--- src/rtl/nrs_seq_gen.sv ---
// NB-IoT NRS QPSK bit generator: per slot, runs the Gold sequence for symbols l=5 and l=6
// and writes four (real, imag) sign-bit pairs into the NRS store.
module nrs_seq_gen #(
    parameter int unsigned NC       = 1600,
    parameter int unsigned M_OFFSET = 109,
    parameter int unsigned CID_W    = 9,
    parameter int unsigned NS_W     = 5
) (
    input  logic             clk,
    input  logic             rst,
    input  logic             start,
    input  logic [CID_W-1:0] n_cell_id,
    input  logic [NS_W-1:0]  ns,
    output logic             nrs_r,
    output logic             nrs_i,
    output logic [1:0]       wr_addr,
    output logic             wr_en,
    output logic             busy,
    output logic             done,
    output logic             err,
    output logic [30:0]      c_init_o
);

    localparam int unsigned SKIP_LEN = NC + 2 * M_OFFSET;
    localparam int unsigned K_W      = $clog2(SKIP_LEN + 1);

    localparam logic [K_W-1:0]   K_SKIP_LAST = K_W'(SKIP_LEN - 1);
    localparam logic [K_W-1:0]   K_GEN_LAST  = K_W'(3);
    localparam logic [K_W-1:0]   K_ONE       = K_W'(1);
    localparam logic [CID_W-1:0] CID_MAX     = CID_W'(503);
    localparam logic [NS_W-1:0]  NS_MAX      = NS_W'(19);

    typedef enum logic [2:0] {
        StIdle,
        StCinit,
        StLoad,
        StSkip,
        StGen,
        StDone
    } state_e;

    state_e           r_state;
    state_e           w_state_nxt;

    logic             r_l6;
    logic             w_l6_nxt;
    logic [CID_W-1:0] r_cid;
    logic [CID_W-1:0] w_cid_nxt;
    logic [NS_W-1:0]  r_ns;
    logic [NS_W-1:0]  w_ns_nxt;
    logic [30:0]      r_x1;
    logic [30:0]      w_x1_nxt;
    logic [30:0]      r_x2;
    logic [30:0]      w_x2_nxt;
    logic [K_W-1:0]   r_k;
    logic [K_W-1:0]   w_k_nxt;
    logic             r_even;
    logic             w_even_nxt;
    logic [30:0]      r_c_init;
    logic [30:0]      w_c_init_nxt;

    logic             r_nrs_r;
    logic             w_nrs_r_nxt;
    logic             r_nrs_i;
    logic             w_nrs_i_nxt;
    logic [1:0]       r_wr_addr;
    logic [1:0]       w_wr_addr_nxt;
    logic             r_wr_en;
    logic             w_wr_en_nxt;
    logic             r_done;
    logic             w_done_nxt;
    logic             r_err;
    logic             w_err_nxt;

    logic             w_in_range;
    logic             w_c;
    logic [30:0]      w_x1_sh;
    logic [30:0]      w_x2_sh;
    logic [30:0]      w_sym;
    logic [30:0]      w_cid2;
    logic [30:0]      w_cinit;

    assign w_in_range = (n_cell_id <= CID_MAX) && (ns <= NS_MAX);

    // Bit 0 holds x(n); the new bit x(n+31) enters at the top.
    assign w_c     = r_x1[0] ^ r_x2[0];
    assign w_x1_sh = {r_x1[3] ^ r_x1[0], r_x1[30:1]};
    assign w_x2_sh = {r_x2[3] ^ r_x2[2] ^ r_x2[1] ^ r_x2[0], r_x2[30:1]};

    // (7*(ns+1) + l + 1) with l+1 = 6 or 7; all terms stay below 2^31 for valid inputs.
    assign w_sym   = 31'd7 * (31'(r_ns) + 31'd1) + (r_l6 ? 31'd7 : 31'd6);
    assign w_cid2  = (31'(r_cid) << 1) + 31'd1;
    assign w_cinit = ((w_sym * w_cid2) << 10) + w_cid2;

    always_ff @(posedge clk) begin
        if (rst) begin
            r_state <= StIdle;
        end else begin
            r_state <= w_state_nxt;
        end
    end

    always_comb begin
        w_state_nxt   = r_state;
        w_l6_nxt      = r_l6;
        w_cid_nxt     = r_cid;
        w_ns_nxt      = r_ns;
        w_x1_nxt      = r_x1;
        w_x2_nxt      = r_x2;
        w_k_nxt       = r_k;
        w_even_nxt    = r_even;
        w_c_init_nxt  = r_c_init;
        w_nrs_r_nxt   = r_nrs_r;
        w_nrs_i_nxt   = r_nrs_i;
        w_wr_addr_nxt = r_wr_addr;
        w_wr_en_nxt   = 1'b0;
        w_done_nxt    = 1'b0;
        w_err_nxt     = 1'b0;

        unique case (r_state)
            StIdle: begin
                if (start) begin
                    if (w_in_range) begin
                        w_state_nxt = StCinit;
                        w_l6_nxt    = 1'b0;
                        w_cid_nxt   = n_cell_id;
                        w_ns_nxt    = ns;
                    end else begin
                        w_err_nxt   = 1'b1;
                    end
                end
            end
            StCinit: begin
                w_c_init_nxt = w_cinit;
                w_state_nxt  = StLoad;
            end
            StLoad: begin
                w_x1_nxt    = 31'd1;
                w_x2_nxt    = r_c_init;
                w_k_nxt     = '0;
                w_state_nxt = StSkip;
            end
            StSkip: begin
                w_x1_nxt = w_x1_sh;
                w_x2_nxt = w_x2_sh;
                if (r_k == K_SKIP_LAST) begin
                    w_k_nxt     = '0;
                    w_state_nxt = StGen;
                end else begin
                    w_k_nxt     = r_k + K_ONE;
                end
            end
            StGen: begin
                w_x1_nxt = w_x1_sh;
                w_x2_nxt = w_x2_sh;
                // Even cycles capture c(2m'), odd cycles complete the pair with c(2m'+1).
                if (!r_k[0]) begin
                    w_even_nxt    = w_c;
                end else begin
                    w_nrs_r_nxt   = r_even;
                    w_nrs_i_nxt   = w_c;
                    w_wr_addr_nxt = {r_l6, r_k[1]};
                    w_wr_en_nxt   = 1'b1;
                end
                if (r_k == K_GEN_LAST) begin
                    w_k_nxt = '0;
                    if (r_l6) begin
                        w_state_nxt = StDone;
                    end else begin
                        w_l6_nxt    = 1'b1;
                        w_state_nxt = StCinit;
                    end
                end else begin
                    w_k_nxt = r_k + K_ONE;
                end
            end
            StDone: begin
                w_done_nxt  = 1'b1;
                w_state_nxt = StIdle;
            end
            default: begin
                w_state_nxt = StIdle;
            end
        endcase
    end

    always_ff @(posedge clk) begin
        if (rst) begin
            r_l6      <= 1'b0;
            r_cid     <= '0;
            r_ns      <= '0;
            r_x1      <= '0;
            r_x2      <= '0;
            r_k       <= '0;
            r_even    <= 1'b0;
            r_c_init  <= '0;
            r_nrs_r   <= 1'b0;
            r_nrs_i   <= 1'b0;
            r_wr_addr <= 2'd0;
            r_wr_en   <= 1'b0;
            r_done    <= 1'b0;
            r_err     <= 1'b0;
        end else begin
            r_l6      <= w_l6_nxt;
            r_cid     <= w_cid_nxt;
            r_ns      <= w_ns_nxt;
            r_x1      <= w_x1_nxt;
            r_x2      <= w_x2_nxt;
            r_k       <= w_k_nxt;
            r_even    <= w_even_nxt;
            r_c_init  <= w_c_init_nxt;
            r_nrs_r   <= w_nrs_r_nxt;
            r_nrs_i   <= w_nrs_i_nxt;
            r_wr_addr <= w_wr_addr_nxt;
            r_wr_en   <= w_wr_en_nxt;
            r_done    <= w_done_nxt;
            r_err     <= w_err_nxt;
        end
    end

    assign nrs_r    = r_nrs_r;
    assign nrs_i    = r_nrs_i;
    assign wr_addr  = r_wr_addr;
    assign wr_en    = r_wr_en;
    assign busy     = (r_state != StIdle);
    assign done     = r_done;
    assign err      = r_err;
    assign c_init_o = r_c_init;

endmodule
--- config.mk ---
export PLATFORM = sky130hd
export DESIGN_NAME = nrs_seq_gen
export DESIGN_NICKNAME = d
export VERILOG_FILES = /design/src/rtl/nrs_seq_gen.sv
export SDC_FILE = /design/constraint.sdc
export NUM_CORES = 1
export LEC_CHECK = 0
export ABC_CLOCK_PERIOD_IN_PS = 20500
export CAP_MARGIN = 40
export CORE_UTILIZATION = 40
export CTS_CLUSTER_SIZE = 16
export DETAILED_ROUTE_END_ITERATION = 10
export PLACE_DENSITY_LB_ADDON = 0.08
export SLEW_MARGIN = 20
export SYNTH_ARGS = -nofsm -noshare
export SYNTH_HDL_FRONTEND = slang
export SYNTH_SLANG_ARGS = --single-unit
--- constraint.sdc ---
create_clock -name clk -period 20.5 [get_ports clk]
set_input_delay 4.1 -clock clk [delete_from_list [all_inputs] [get_ports clk]]
set_output_delay 4.1 -clock clk [all_outputs]
set_load 0.05 [all_outputs]
# After elaboration in Yosys (flattened, before gate mapping)
# Cells that the tools add are included.
# totals
register_bits	130
latchBits	0
romBits	0
in_bits	17
word_cells	77
output_inout_bits	39
ramBits	0
mem_count	0
# op_classes
div	0
n_eq_ne	11
n_shift	0
mul	2
n_lt_le_gt_ge	2
n_bitwise	9
n_addsub	5
mux	19
reduce_logical	14
# op_table
op	count
31-bit case mux with 2 select lines	2
11-bit case mux with 3 select lines	1
31-bit by 11-bit adder with 31-bit output	1
11-bit two-way mux	2
10-bit by 11-bit multiplier with 21-bit output	1
3-bit two-way mux	5
3-bit case mux with 5 select lines	1
10-bit by 1-bit adder with 11-bit output, second input constant	1
11-bit by 1-bit adder with 11-bit output, second input constant	1
11-bit == test, second input constant	1
11-bit by 2-bit == test with 1-bit output, second input constant	1
9-bit by 3-bit adder with 10-bit output	1
9-bit <= comparator, second input constant	1
3-bit by 6-bit multiplier with 9-bit output, first input constant	1
2-bit inequality test, second input constant	4
4-bit AND reduction	2
1-bit two-way mux	7
5-bit by 1-bit adder with 6-bit output, second input constant	1
3-bit by 2-bit == test with 1-bit output, second input constant	2
3-bit == test, second input constant	2
3-bit nonzero test	2
5-bit <= comparator, second input constant	1
1-bit XOR	5
1-bit NOT	4
9 further kinds	12

# Longest topological paths before layout
# depth
ltp_word	5
mapped_depth	29
ltp_nobuf	29

# Worst setup path before layout
# Ideal clock, no wire load.
# synth_timing
path_kind	register to register
start	register r_ns[0]
end	register r_c_init[29] (netlist: c_init_o[29])
period_less_slack_ns	7.732
setup_time_ns	0.117
stages_incl_launch_ff	27
path_buffers	0
t_arrival_ns	7.614
path_slack_ns	12.768
required_time_ns	20.383
path_cell_list	dfxtp_1 -> ha_1 -> xnor2_1 -> xor2_1 -> xnor2_1 -> ha_1 -> ha_1 -> nor2b_1 -> o21ai_0 -> a21boi_0 -> o21a_1 -> nor3_1 -> nand3b_1 -> fa_1 -> fa_1 -> inv_1 -> fa_1 -> fa_1 -> inv_1 -> fa_1 -> inv_1 -> ha_1 -> and2_1 -> a221oi_1 -> a2111oi_0 -> or3_1 -> a32o_1
# synth_between
elab_chain_len	5
# synth_lines
item	line_no	source
from (decl)	49	logic [NS_W-1:0] r_ns;
from (signal assigned)	206	r_ns <= w_ns_nxt;
5-bit by 1-bit adder with 6-bit output	91	assign w_sym = 31'd7 * (31'(r_ns) + 31'd1) + (r_l6 ? 31'd7 : 31'd6);
3-bit by 6-bit multiplier with 9-bit output	91	
9-bit by 3-bit adder with 10-bit output	91	
10-bit by 11-bit multiplier with 21-bit output	93	assign w_cinit = ((w_sym * w_cid2) << 10) + w_cid2;
31-bit by 11-bit adder with 31-bit output	93	
to (signal assigned)	211	r_c_init <= w_c_init_nxt;
to (decl)	59	logic [30:0] r_c_init;
# No other way between the ends.
# A chain may end at the register's enable or synchronous reset.

# Worst setup path in the final report
# Ends and elaborated chain as after synthesis.

==> impl_metrics.sql <==
INSERT INTO impl_metrics (metric_group, metric, value, unit) VALUES
('synthesis', 'netlist_top_cells_area', 'sky130_fd_sc_hd__dfxtp_1 29%, sky130_fd_sc_hd__fa_1 14%, sky130_fd_sc_hd__ha_1 11%', ''),
('final_layout', 'area_growth_syn_to_layout', '15.5', '%'),
('place', 'dpl.hpwl', '16.3', 'mm'),
('grt', 'antenna_found_initial', '1', ''),
('routing', 'drt_first_pass_iters', '4', ''),
('sta', 'final.setup_skew', '0.0189', 'ns'),
('synthesis', 'ys.warnings.count', '0', ''),
('grt', 'global_route.peak_usage_layer', 'met2', ''),
('cts', 'clk_pin_slew', '0.07', 'ns'),
('routing', 'routed_via_density', '5.37', ''),
('sta', 'final_hold_viol_count', '0', ''),
('floorplanning', 'io_pins', '56', ''),
('floorplanning', 'die_w', '153', 'µm'),
('final_layout', 'layout-drive-gt1-share', '0.0512', ''),
('synthesis', 'yosys_register_bits', '130', ''),
('power', 'powerDensity', '93.0', 'mW/mm²'),
('setup_path', 'timing_worst_setup_path_type', 'flip-flop to flip-flop', ''),
('sta', 'worst_slew_pin_slew', '0.827', 'ns'),
('synthesis', 'synthesis.area', '0.00912', 'mm²'),
('sta', 'setup_viol', '0', ''),
('floorplanning', 'die_area', '0.0234', 'mm²'),
('routing', 'num_vias', '7482', ''),
('power', 'intPower', '595', 'µW'),
('final_layout', 'final.fill_count', '2209', ''),
('setup_path', 'path_common_cell', 'sky130_fd_sc_hd__fa_1', ''),
('grt', 'globalRouteTotalUtil', '0.202', ''),
('floorplanning', 'core_area', '0.0221', 'mm²'),
('routing', 'detail_route.wl_per_cell', '16.1', 'µm'),
('status', 'outcome', 'complete, no violations', ''),
('synthesis', 'synthFlopType', 'sky130_fd_sc_hd__dfxtp_1', ''),
('synthesis', 'synthDistinctLibCells', '58', ''),
('synthesis', 'share_of_flip_flops_with_an_asynchronous_set_or_reset_after_synthesis', '0', ''),
('final_layout', 'design.final.nets', '1259', ''),
('power', 'vdd_drop_max', '0.0456', 'mV'),
('synthesis', 'synth_enable_flop_cells', '0', ''),
('cts', 'cts_root_buffer', 'sky130_fd_sc_hd__clkbuf_16', ''),
('sta', 'final_max_slew_viol_count', '0', ''),
('sta', 'min_period_over_period', '0.397', ''),
('synthesis', 'post_syn_nets', '1234', ''),
('power', 'pwr-share-seq', '0.297', ''),
('sta', 'max_freq', '0.123', 'GHz'),
('final_layout', 'insertedDiodeCount', '0', ''),
('setup_path', 'end_kind', 'flip-flop', ''),
('sta', 'rsz_0062_raised_after_global_routing', 'false', ''),
('sta', 'fin_tns_setup', '0', 'ns'),
('grt', 'globalRouteMet1Util', '0.263', ''),
('setup_path', 'cp_max_fo', '8', ''),
('routing', 'remaining_drc_errors', '0', ''),
('cts', 'cts_hold_buf', '0', ''),
('setup_path', 'cp_data_arrival_time', '8.46', 'ns'),
('floorplanning', 'initial_utilization', '0.413', ''),
('cts', 'cts-resized-gates', '0', ''),
('cts', 'post_cts_buffers', '0', ''),
('setup_path', 'critPathRequiredTime', '20.81', 'ns'),
('min_path', 'worst_hold_path.num_cells', '2', ''),
('cts', 'cts_buffer_depth', '2', ''),
('grt', 'grt_max_degree', '58', ''),
('synthesis', 'yosys.area.top_type_share', '0.285', ''),
('power', 'power_frac_comb', '0.380', ''),
('synthesis', 'yosys.area.top_type', 'sky130_fd_sc_hd__dfxtp_1', ''),
('synthesis', 'synthesis.instances', '1075', ''),
('routing', 'antenna_violating_nets_post_route', '0', ''),
('floorplanning', 'fp-row-count', '54', ''),
('setup_path', 'timing.reg2reg.worst_path_depth', '26', ''),
('power', 'netsw', '385', 'µW'),
('setup_path', 'slowest_stage', 'sky130_fd_sc_hd__fa_1', ''),
('power', 'clock_power_share', '0.322', ''),
('cts', 'cts_htree_levels', '4', ''),
('place', 'gpl.final_weighted_congestion', '0.804', ''),
('final_layout', 'area_used_by_sequential_logic_in_the_layout', '0.00260', 'mm²'),
('cts', 'numCtsBuffers', '17', '');
-- registers in the layout, indices dropped and copies added (netlist names), 2 cells and up --
| register | flops |
|---|---|
| r_x1 | 31 |
| r_x2 | 31 |
| wr_addr | 2 |
| r_k | 11 |
| r_ns | 5 |
| r_state | 3 |
| r_cid | 9 |
| c_init_o | 31 |
-- power groups by stage --
stage	sequential, µW	combinational (µW)	clock [µW]
6_report	291	373	316
5_1_grt	294	429	336
4_1_cts	292	380	325
3_5_place_dp	297	378	0
3_3_place_gp	297	376	0
2_1_floorplan	308	250	0
-- routing by layer --
layer | share of wire | vias up
li1 | - | 3715
met1 | 0.47 | 3622
met2 | 0.48 | 124
met3 | 0.035 | 19
met4 | 0.011 | 2
met5 | 0.00058 | -
-- cell usage in the layout, fill, tap and decap left out, types with 24 or more instances in the layout --
cell type                         count
sky130_fd_sc_hd__dfxtp_1            130
sky130_fd_sc_hd__nand2_1            127
sky130_fd_sc_hd__nor2_1             113
sky130_fd_sc_hd__inv_1               97
sky130_fd_sc_hd__a21oi_1             84
sky130_fd_sc_hd__ha_1                78
sky130_fd_sc_hd__fa_1                64
sky130_fd_sc_hd__clkdlybuf4s50_1     54
sky130_fd_sc_hd__a32oi_1             30
sky130_fd_sc_hd__and2_1              28
sky130_fd_sc_hd__a22oi_1             27
sky130_fd_sc_hd__mux2i_1             25
sky130_fd_sc_hd__o21ai_0             24
-- cell type report --
cell class,count,area share
clock buffers,18,0.0407
repair buffers,71,0.0657
multi-input cells,780,0.561
flip-flops and latches,130,0.247
inverters,100,0.0356
well taps,280,0.0332
clock inverters,14,0.0169
-- synth_stat cells, types with 13 or more instances --
cell type and n:
sky130_fd_sc_hd__mux2i_1 25, sky130_fd_sc_hd__xnor2_1 16, sky130_fd_sc_hd__nand2_1 128, sky130_fd_sc_hd__clkbuf_1 58, sky130_fd_sc_hd__inv_1 97, sky130_fd_sc_hd__fa_1 64, sky130_fd_sc_hd__nand3_1 13, sky130_fd_sc_hd__a21oi_1 84
sky130_fd_sc_hd__ha_1 78, sky130_fd_sc_hd__o21ai_0 24, sky130_fd_sc_hd__dfxtp_1 130, sky130_fd_sc_hd__a22oi_1 27, sky130_fd_sc_hd__and2_1 28, sky130_fd_sc_hd__a32oi_1 30, sky130_fd_sc_hd__nor2_1 115
-- kinds of logic (layout without fill, tap and decap cells) --
group	count (synthesis)	count (layout)	synth area share
AO/OA/AOI/OAI	216	216	0.155
XOR/XNOR	26	26	0.0250
adder cells (fa/ha/maj)	143	143	0.248
buffers and inverters	165	203	0.0683
flip-flops	130	130	0.285
multiplexers	27	27	0.0299
AND/OR/NAND/NOR	368	368	0.188
-- tightest hold or removal path: cells and delay by family (launching register included) --
kind	cells	cell delay (ns)
simple gates	1	0.05
compound gates	1	0.05
flops	1	0.31
-- stage by stage --
step | std cells | utilization | total power (µW) | cell area (µm²) | setup slack [ns]
floorplan | 1075 | - | 558 | 9120 | 12.77
global placement | 1359 | 0.448 | 673 | 9890 | 12.48
detailed placement | 1361 | 0.449 | 675 | 9930 | 12.36
CTS | 1393 | 0.477 | 997 | 10500 | 12.34
global route | 1393 | 0.477 | 1060 | 10500 | 11.79
finish | 1393 | 0.477 | 980 | 10500 | 12.35
-- final timing paths --
kind	startpoint	to	slack, ns
min	r_x2[18]$_SDFFE_PP0P_	r_x2[18]$_SDFFE_PP0P_	0.46
max	r_ns[0]$_SDFFE_PP0P_	c_init_o[29]$_SDFFE_PP0P_	12.35
min reg2reg	r_x2[18]$_SDFFE_PP0P_	r_x2[18]$_SDFFE_PP0P_	0.46
max reg2reg	r_ns[0]$_SDFFE_PP0P_	c_init_o[29]$_SDFFE_PP0P_	12.35
Note: power is estimated with default switching activity, not from simulation.
